## config.mk

```make
export PLATFORM = sky130hd
export DESIGN_NAME = ac_serial_acc_bank_flat
export DESIGN_NICKNAME = d
export VERILOG_FILES = /design/src/rtl/ac_serial_acc_bank_if.sv /design/src/rtl/ac_serial_acc_bank.sv /design/src/flat_wrapper.sv
export SDC_FILE = /design/constraint.sdc
export NUM_CORES = 1
export LEC_CHECK = 0
export ABC_CLOCK_PERIOD_IN_PS = 7250
export CAP_MARGIN = 0
export CORE_ASPECT_RATIO = 1.4
export CORE_UTILIZATION = 30
export CTS_CLUSTER_SIZE = 30
export DETAILED_ROUTE_END_ITERATION = 16
export SYNTH_ARGS = -nofsm -noshare
export SYNTH_HDL_FRONTEND = slang
export SYNTH_SLANG_ARGS = --single-unit
```

## constraint.sdc

```tcl
create_clock -name clk -period 7.25 [get_ports clk]
set_clock_uncertainty 0.1 [all_clocks]
set_input_delay 1.45 -clock clk [delete_from_list [all_inputs] [get_ports clk]]
set_output_delay 1.45 -clock clk [all_outputs]
set_load 0.1 [all_outputs]
```

## src/rtl/ac_serial_acc_bank_if.sv

```systemverilog
// rtl/ac_serial_acc_bank_if.sv - start/psum/result handshake bundle for the serial accumulator bank
interface ac_serial_acc_bank_if #(
    parameter int M  = 16,
    parameter int PA = 8,
    parameter int N  = 4
);
    localparam int W  = $clog2(M) + 1;
    localparam int OW = $clog2(M) + PA + 1;
    localparam int PW = $clog2(PA) + 1;

    logic            start;
    logic [PW-1:0]   prec;
    logic            signed_mode;
    logic            in_valid;
    logic            in_ready;
    logic [N*W-1:0]  psum;
    logic            out_valid;
    logic            out_ready;
    logic [N*OW-1:0] result;
    logic            busy;

    modport master (
        output start, prec, signed_mode, in_valid, psum, out_ready,
        input  in_ready, out_valid, result, busy
    );

    modport slave (
        input  start, prec, signed_mode, in_valid, psum, out_ready,
        output in_ready, out_valid, result, busy
    );
endinterface

```

## src/rtl/ac_serial_acc_bank.sv

```systemverilog
// rtl/ac_serial_acc_bank.sv - N-lane bit-serial shift-add accumulator, LSB-first psum beats
module ac_serial_acc_bank #(
    parameter int M  = 16,
    parameter int PA = 8,
    parameter int N  = 4
) (
    input logic                clk,
    input logic                rst,
    ac_serial_acc_bank_if.slave bus
);
    localparam int W  = $clog2(M) + 1;
    localparam int OW = $clog2(M) + PA + 1;
    localparam int PW = $clog2(PA) + 1;
    localparam int CW = W + 1 + PA;

    typedef enum logic [1:0] {IDLE, ACC, DONE} state_t;

    state_t                 state_q, state_d;
    logic [PW-1:0]          p_q, p_d;
    logic [PW-1:0]          cnt_q, cnt_d;
    logic                   sgn_q, sgn_d;
    logic [N-1:0][W:0]      h_q, h_d;
    logic [N-1:0][PA-1:0]   l_q, l_d;
    logic [N-1:0][OW-1:0]   res_q, res_d;

    logic [PW-1:0]          prec_eff;
    logic [PW-1:0]          shamt;
    logic                   last_beat;
    logic                   sub_beat;
    logic                   load;
    logic [N-1:0][W+1:0]    t;
    logic [N-1:0][W:0]      h_nx;
    logic [N-1:0][PA-1:0]   l_nx;
    logic [N-1:0][CW-1:0]   shifted;

    always_comb begin
        prec_eff = bus.prec;
        if (bus.prec == '0 || bus.prec > PW'(PA)) begin
            prec_eff = PW'(PA);
        end
    end

    assign last_beat = (cnt_q == p_q - PW'(1));
    assign sub_beat  = sgn_q && last_beat;
    assign shamt     = PW'(PA) - p_q;

    // High part carries the running sum; each beat retires one settled bit into L.
    always_comb begin
        for (int i = 0; i < N; i++) begin
            if (sub_beat) begin
                t[i] = {h_q[i][W], h_q[i]} - {2'b00, bus.psum[i*W +: W]};
            end else begin
                t[i] = {h_q[i][W], h_q[i]} + {2'b00, bus.psum[i*W +: W]};
            end
            h_nx[i]    = t[i][W+1:1];
            l_nx[i]    = {t[i][0], l_q[i][PA-1:1]};
            shifted[i] = $signed({h_nx[i], l_nx[i]}) >>> shamt;
        end
    end

    always_comb begin
        state_d = state_q;
        p_d     = p_q;
        cnt_d   = cnt_q;
        sgn_d   = sgn_q;
        h_d     = h_q;
        l_d     = l_q;
        res_d   = res_q;
        load    = 1'b0;
        case (state_q)
            IDLE: begin
                if (bus.start) begin
                    load = 1'b1;
                end
            end
            ACC: begin
                if (bus.in_valid) begin
                    h_d   = h_nx;
                    l_d   = l_nx;
                    cnt_d = cnt_q + PW'(1);
                    if (last_beat) begin
                        state_d = DONE;
                        for (int i = 0; i < N; i++) begin
                            res_d[i] = shifted[i][OW-1:0];
                        end
                    end
                end
            end
            DONE: begin
                if (bus.out_ready) begin
                    if (bus.start) begin
                        load = 1'b1;
                    end else begin
                        state_d = IDLE;
                    end
                end
            end
            default: state_d = IDLE;
        endcase
        if (load) begin
            state_d = ACC;
            p_d     = prec_eff;
            sgn_d   = bus.signed_mode;
            cnt_d   = '0;
            h_d     = '0;
            l_d     = '0;
        end
    end

    always_ff @(posedge clk or posedge rst) begin
        if (rst) begin
            state_q <= IDLE;
            p_q     <= '0;
            cnt_q   <= '0;
            sgn_q   <= 1'b0;
            h_q     <= '0;
            l_q     <= '0;
            res_q   <= '0;
        end else begin
            state_q <= state_d;
            p_q     <= p_d;
            cnt_q   <= cnt_d;
            sgn_q   <= sgn_d;
            h_q     <= h_d;
            l_q     <= l_d;
            res_q   <= res_d;
        end
    end

    assign bus.in_ready  = (state_q == ACC);
    assign bus.out_valid = (state_q == DONE);
    assign bus.busy      = (state_q != IDLE);
    assign bus.result    = res_q;
endmodule

```

## src/flat_wrapper.sv

```systemverilog
// flat-port wrapper written by rule: the top's interface ports become plain ports
module ac_serial_acc_bank_flat 
#(
    parameter int M  = 16,
    parameter int PA = 8,
    parameter int N  = 4
)
  (clk, rst, bus_start, bus_prec, bus_signed_mode, bus_in_valid, bus_psum, bus_out_ready, bus_in_ready, bus_out_valid, bus_result, bus_busy);
  ac_serial_acc_bank_if #(.M(M), .PA(PA), .N(N)) bus_i ();
  input logic clk;
  input logic rst;
  input wire logic [$bits(bus_i.start)-1:0] bus_start;
  input wire logic [$bits(bus_i.prec)-1:0] bus_prec;
  input wire logic [$bits(bus_i.signed_mode)-1:0] bus_signed_mode;
  input wire logic [$bits(bus_i.in_valid)-1:0] bus_in_valid;
  input wire logic [$bits(bus_i.psum)-1:0] bus_psum;
  input wire logic [$bits(bus_i.out_ready)-1:0] bus_out_ready;
  output wire logic [$bits(bus_i.in_ready)-1:0] bus_in_ready;
  output wire logic [$bits(bus_i.out_valid)-1:0] bus_out_valid;
  output wire logic [$bits(bus_i.result)-1:0] bus_result;
  output wire logic [$bits(bus_i.busy)-1:0] bus_busy;
  assign bus_i.start = bus_start;
  assign bus_i.prec = bus_prec;
  assign bus_i.signed_mode = bus_signed_mode;
  assign bus_i.in_valid = bus_in_valid;
  assign bus_i.psum = bus_psum;
  assign bus_i.out_ready = bus_out_ready;
  assign bus_in_ready = bus_i.in_ready;
  assign bus_out_valid = bus_i.out_valid;
  assign bus_result = bus_i.result;
  assign bus_busy = bus_i.busy;
  ac_serial_acc_bank #(.M(M), .PA(PA), .N(N)) u_core (.clk(clk), .rst(rst), .bus(bus_i));
endmodule
```

; ---- Word-level counts from Yosys, hierarchy flattened
; Cells that the tools add are included.
[totals]
out_inout_bits = 55
inputBits = 30
reg_bits = 119
wordCells = 73
[classes]
order_cmp = 1
n_mux = 23
eq_ne = 8
shift = 4
reduce_logical = 10
add_sub_neg = 11
[ops]
columns = operator, n
row1 = 32-bit 2-to-1 mux, 3
row2 = 24-bit 2-to-1 mux, 3
row3 = 14-bit by 4-bit >>> shifter with 13-bit output, 4
row4 = 6-bit by 6-bit adder with 7-bit output, 4
row5 = 7-bit 2-to-1 mux, 4
row6 = 6-bit by 6-bit subtractor with 7-bit output, 4
row7 = 4-bit 2-to-1 mux, 4
row8 = 2-bit 2-to-1 mux, 5
row9 = 3-bit by 2-bit != test with 1-bit output (second input constant), 3
row10 = 2-bit one-hot mux with 3 select lines, 1
row11 = 2-bit nonzero test, 3
row12 = 5-bit AND reduction, 1
row13 = 4-bit by 1-bit adder with 4-bit output (second input constant), 1
row14 = 4-bit equality test, 1
row15 = 4-bit greater-than comparator (second input constant), 1
row16 = 4-bit logical NOT, 1
row17 = 4-bit by 1-bit subtractor with 4-bit output (second input constant), 1
row18 = 4-bit subtractor (first input constant), 1
row19 = 3-bit by 1-bit != test with 1-bit output (second input constant), 1
row20 = 3-bit AND reduction, 1
row21 = 2-bit by 1-bit equality test with 1-bit output (second input constant), 1
row22 = 2-bit equality test (second input constant), 1
row23 = 2-bit logical NOT, 1
row24 = 1-bit 2-to-1 mux, 2
row25 = other kinds (5), 5

; ---- Depth between registers and ports, before layout
[logic_depth]
ltp_word = 7
mapped_depth = 21
depth_no_buf = 15

; ---- Worst setup path before layout
; Ideal clock, no wire load.
[synth_path]
kind = reg2reg
startpoint = reg u_core.p_q[0]
endpoint = reg u_core.res_q (netlist bit u_core.bus.result[32])
required_time_ns = 7.032
setup_time_ns = 0.118
t_arrival_ns = 4.992
slack_ns = 2.040
n_path_buf = 4
path_stages_with_launch = 19
period_less_slack_ns = 5.210
path_cell_list = dfrtp_1 -> buf_2 -> inv_1 -> clkbuf_1 -> ha_1 -> xnor2_1 -> nor3_2 -> and3_1 -> clkbuf_1 -> buf_1 -> mux2i_1 -> fa_1 -> a211oi_1 -> nor3_1 -> or3b_2 -> or3_1 -> and2_1 -> a221o_1 -> a21o_1
[synth_via]
elab_chain_cells = 5
word_cells_on_any_way = 7
classes_between = add/sub: 2 / eq/ne: 1 / shift: 1 / mux: 1 / reduce/logical: 2
[synth_rtl]
columns = element, line
row1 = "start, declared", ac_serial_acc_bank.sv:19  ; logic [PW-1:0] p_q, p_d;
row2 = "start signal, assigned", ac_serial_acc_bank.sv:121  ; p_q <= p_d;
row3 = 4-bit by 1-bit subtractor with 4-bit output, ac_serial_acc_bank.sv:43  ; assign last_beat = (cnt_q == p_q - PW'(1));
row4 = 4-bit equality test, ac_serial_acc_bank.sv:43
row5 = 1-bit logical AND, ac_serial_acc_bank.sv:44  ; assign sub_beat = sgn_q && last_beat;
row6 = 7-bit 2-to-1 mux, ac_serial_acc_bank.sv:50  ; if (sub_beat) begin
row7 = 14-bit by 4-bit >>> shifter with 13-bit output, ac_serial_acc_bank.sv:57  ; shifted[i] = $signed({h_nx[i], l_nx[i]}) >>> shamt;
row8 = "end signal, assigned", ac_serial_acc_bank.sv:126  ; res_q <= res_d;
row9 = "end, declared", ac_serial_acc_bank.sv:24  ; logic [N-1:0][OW-1:0] res_q, res_d;
; Parallel ways exist; a longest one is shown, timed or not.
; A chain may end at the register's enable or synchronous reset.

; ---- Final worst setup path
[layout_path]
startpoint = reg u_core.p_q[0]
endpoint = reg u_core.res_q (netlist bit u_core.bus.result[41])
; The elaborated chain is that of the path after synthesis.

==> metrics.md <==
| Metric | Value |
|---|---|
| Final wirelength | `roughly 24000 µm` |
| Final #Nets | `~1000` |
| Worst Setup Slack, final | `about 1.7 ns` |
| Die Height | `195.8 µm` |
| Critical Path Sink Type | `flop` |
| CTS H-tree depth | `4` |
| Syn nets | `978` |
| Post-route DRC violation count | `0` |
| Final core utilization | `0.3750` |
| DR pass1 iterations | `5` |
| Highest clock rate | `0.1787 GHz` |
| Layout cells sized above 1 | `0.08952` |
| Unrepaired setup endpoints after global routing | `no` |
| Required @ worst endpoint | `7.50 ns` |
| Placer congestion estimate | `0.8948` |
| Initial Util | `0.3063` |
| Vias in the first global route | `between 7000 and 8000` |
| Largest net degree at the start of global routing | `70` |
| Post-synth ARST share | `1.000` |
| IO Port Bufs | `84` |
| Worst Path Arrival | `5.85 ns` |
| Final Max Tran Viols | `0` |
| Setup Buffers After CTS | `0` |
| Vias per inst | `5.557` |
| CP endpoint | `u_core.bus.result[41]` |
| CTS Buffer Depth | `2` |
| Max incr delay on CP | `0.86 ns` |
| #FFs+latches synth | `115` |
| Gr usage total | `0.1807` |
| YS warnings | `0` |
| Kind of critical path | `flop to flop` |
| Finished Layout Cells | `1307` |
| DIE WIDTH | `140.4 µm` |
| Most frequent cell after synthesis | `dfrtp_1` |
| RR Startpoint | `u_core.p_q[0]` |
| Crit path launch type | `flop` |
| Post-synth top area share | `0.3576` |
| Post-synthesis sequential area ratio | `0.3576` |
| PostCTS Resize Cnt | `0` |
| Synthesized area | `8048 µm²` |
| Tmin final | `between 5 and 6 ns` |
| Setup TNS | `0 ns` |
| CTS Buf Count | `17` |
| Netlist cell types | `64` |
| Number of synthesized flops with an enable pin | `0` |
| Grt ovf | `0` |
| Clock Sinks | `115` |
| Final setup violating endpoints | `0` |
| Hold Path Depth | `2` |
| Synth Instances | `a little over 900` |
| Top FF cell, synth | `dfrtp_1` |
| Final period util | `0.7717` |
| Dpl ws | `1.643 ns` |
| Critical Path Stages | `14` |
| Post-route antenna net violation count | `0` |
| Die area | `27490 µm²` |
| Io pins | `85` |
| FILL cells | `between 2000 and 3000` |
| Via count | `slightly above 7000` |
| Placeable Area | `around 26000 µm²` |
| R2r setup slk | `around 1.7 ns` |
| Number of diodes | `0` |
| Run status | `complete, no violations` |
| Area contributors post-synth | `dfrtp_1 (36%), nand2_1 (5.0%), ha_1 (4.8%), o21ai_0 (4.7%), mux2i_1 (4.2%)` |
| Hold Crit Class | `flop to flop` |
| Measured slew at the worst slew-check pin | `between 1 and 1.5 ns` |
| Clk pin slew, worst setup/hold paths | `0.06 ns` |
| Root Buffer | `clkbuf_16` |
| FF-to-FF path depth | `14` |
| Hold Violations, Final | `0` |
| Clock latency on the worst-skew pair | `0.42 ns` |
| Syn_area_per_cell | `8.815 µm²` |
| Count of hold-fix buffers inserted at cts | `0` |
| TritonCTS clock tree | `done` |
| Crit path buffers/inverters | `1` |
| Most used cell, CP | `mux2i_1` |
| Area Overhead vs Synth | `22.43%` |
| Slowest cell on crit path | `and3_1` |
| Slew HR | `0.1472` |
| Initial antenna violation count | `0` |
| Critical-path cell list | `inv_1 > ha_2 > xnor2_1 > nor3_2 > and3_1 > mux2i_1 > fa_1 > a211oi_1 > o21bai_1 > a21oi_1 > xor3_1 > mux2i_1 > a2111oi_0 > a311o_1` |
| Dominant cell type by area after synthesis | `dfrtp_1` |
| Critical path startpoint | `u_core.p_q[0]` |
| FP Rows | `70` |
| 1st-iter DRT viols | `~660` |
| Worst-path fanout max | `23` |
| Top Family by Delay on Critical Path | `simple AND/OR/NAND/NOR gates` |
| FF-to-FF End | `u_core.bus.result[41]` |
| Commonest cells in the synthesized netlist | `dfrtp_1 (115), nand2_1 (107), nor2_1 (79), o21ai_0 (75), a21oi_1 (65)` |
| Cell count after placement | `1275` |
| Dpl hpwl | `17160 µm` |
| Routed len/inst | `~18 µm` |
| Global-route wire length before repair | `~39000 µm` |
| Max Cap Viol | `0` |
[kinds of logic (layout without fill, tap and decap cells)]
family	Yosys count	after routing	synth area share
AND/OR/NAND/NOR	268	268	0.1489
flip-flops	115	115	0.3576
adder cells (fa/ha/maj)	35	35	0.05815
AO/OA/AOI/OAI	312	312	0.2556
XOR/XNOR	38	38	0.04773
buffers and inverters	91	161	0.04353
multiplexers	54	54	0.08846
[per-stage QoR]
stage / hold slack [ns] / cell area, µm²
after floorplan: 0.3498 / 8048
after global routing: 0.4141 / 9853
after CTS: 0.3853 / 9853
final: 0.3797 / 9853
after detailed placement: 0.3723 / 9208
after global placement: 0.3645 / 9208
[sequential cells by signal, summed over array words and instances, names as in the netlist]
signal / cells
u_core.bus.result: 52
u_core.cnt_q: 4
u_core.sgn_q: 1
u_core.p_q: 4
u_core.h_q: 24
u_core.state_q: 2
u_core.l_nx: 28
[worst min path at each step]
stage                     startpoint                    end  slack (ns)
2_1_floorplan         u_core.h_q[18]         u_core.h_q[18]        0.35
3_3_place_gp           u_core.h_q[6]          u_core.h_q[6]        0.36
3_5_place_dp          u_core.h_q[18]         u_core.h_q[18]        0.37
4_1_cts         u_core.bus.result[9]   u_core.bus.result[9]        0.39
5_1_grt        u_core.bus.result[50]  u_core.bus.result[50]        0.41
6_report              u_core.h_q[18]         u_core.h_q[18]        0.38
[per-layer routing]
| metal | vias up | global-route usage | part of all wire |
|---|---|---|---|
| li1 | 3467 | - | - |
| met1 | 3544 | 0.2405 | 0.46 |
| met2 | 210 | 0.2878 | 0.46 |
| met3 | 42 | 0.03002 | 0.047 |
| met4 | 0 | 0.07977 | 0.034 |
| met5 | - | 0 | 0 |
[cells in the final DEF, fill, tap and decap left out, types with 17 or more instances in the layout]
cell and n:
o21ai_0 75, a21oi_1 65, clkdlybuf4s50_1 84, clkbuf_16 17, nor3_1 18, dfrtp_1 114
ha_1 30, a22o_1 37, nand2_1 107, nor2_1 78, mux2i_1 34, inv_1 29
xnor2_1 25
[area by class of cell]
class,instances,area (µm²),area share
clock inverter,12,178.9,0.01816
multi-input combinational,707,4855,0.4927
tap,324,405.4,0.04114
sequential,115,2879,0.2922
inverter,30,115.1,0.01168
clock buffer,20,466.7,0.04737
timing repair buffer,99,953.4,0.09676
[tightest hold or removal path, delay by kind of cell, from the launching register on]
| family | cells | cell delay [ns] |
|---|---|---|
| flip-flops | 1 | 0.34 |
| AO/OA/AOI/OAI | 1 | 0.06 |
| AND/OR/NAND/NOR | 1 | 0.04 |
Power is not shown: default switching activity piles up to over one toggle a cycle in this logic, so the estimate is an artifact.
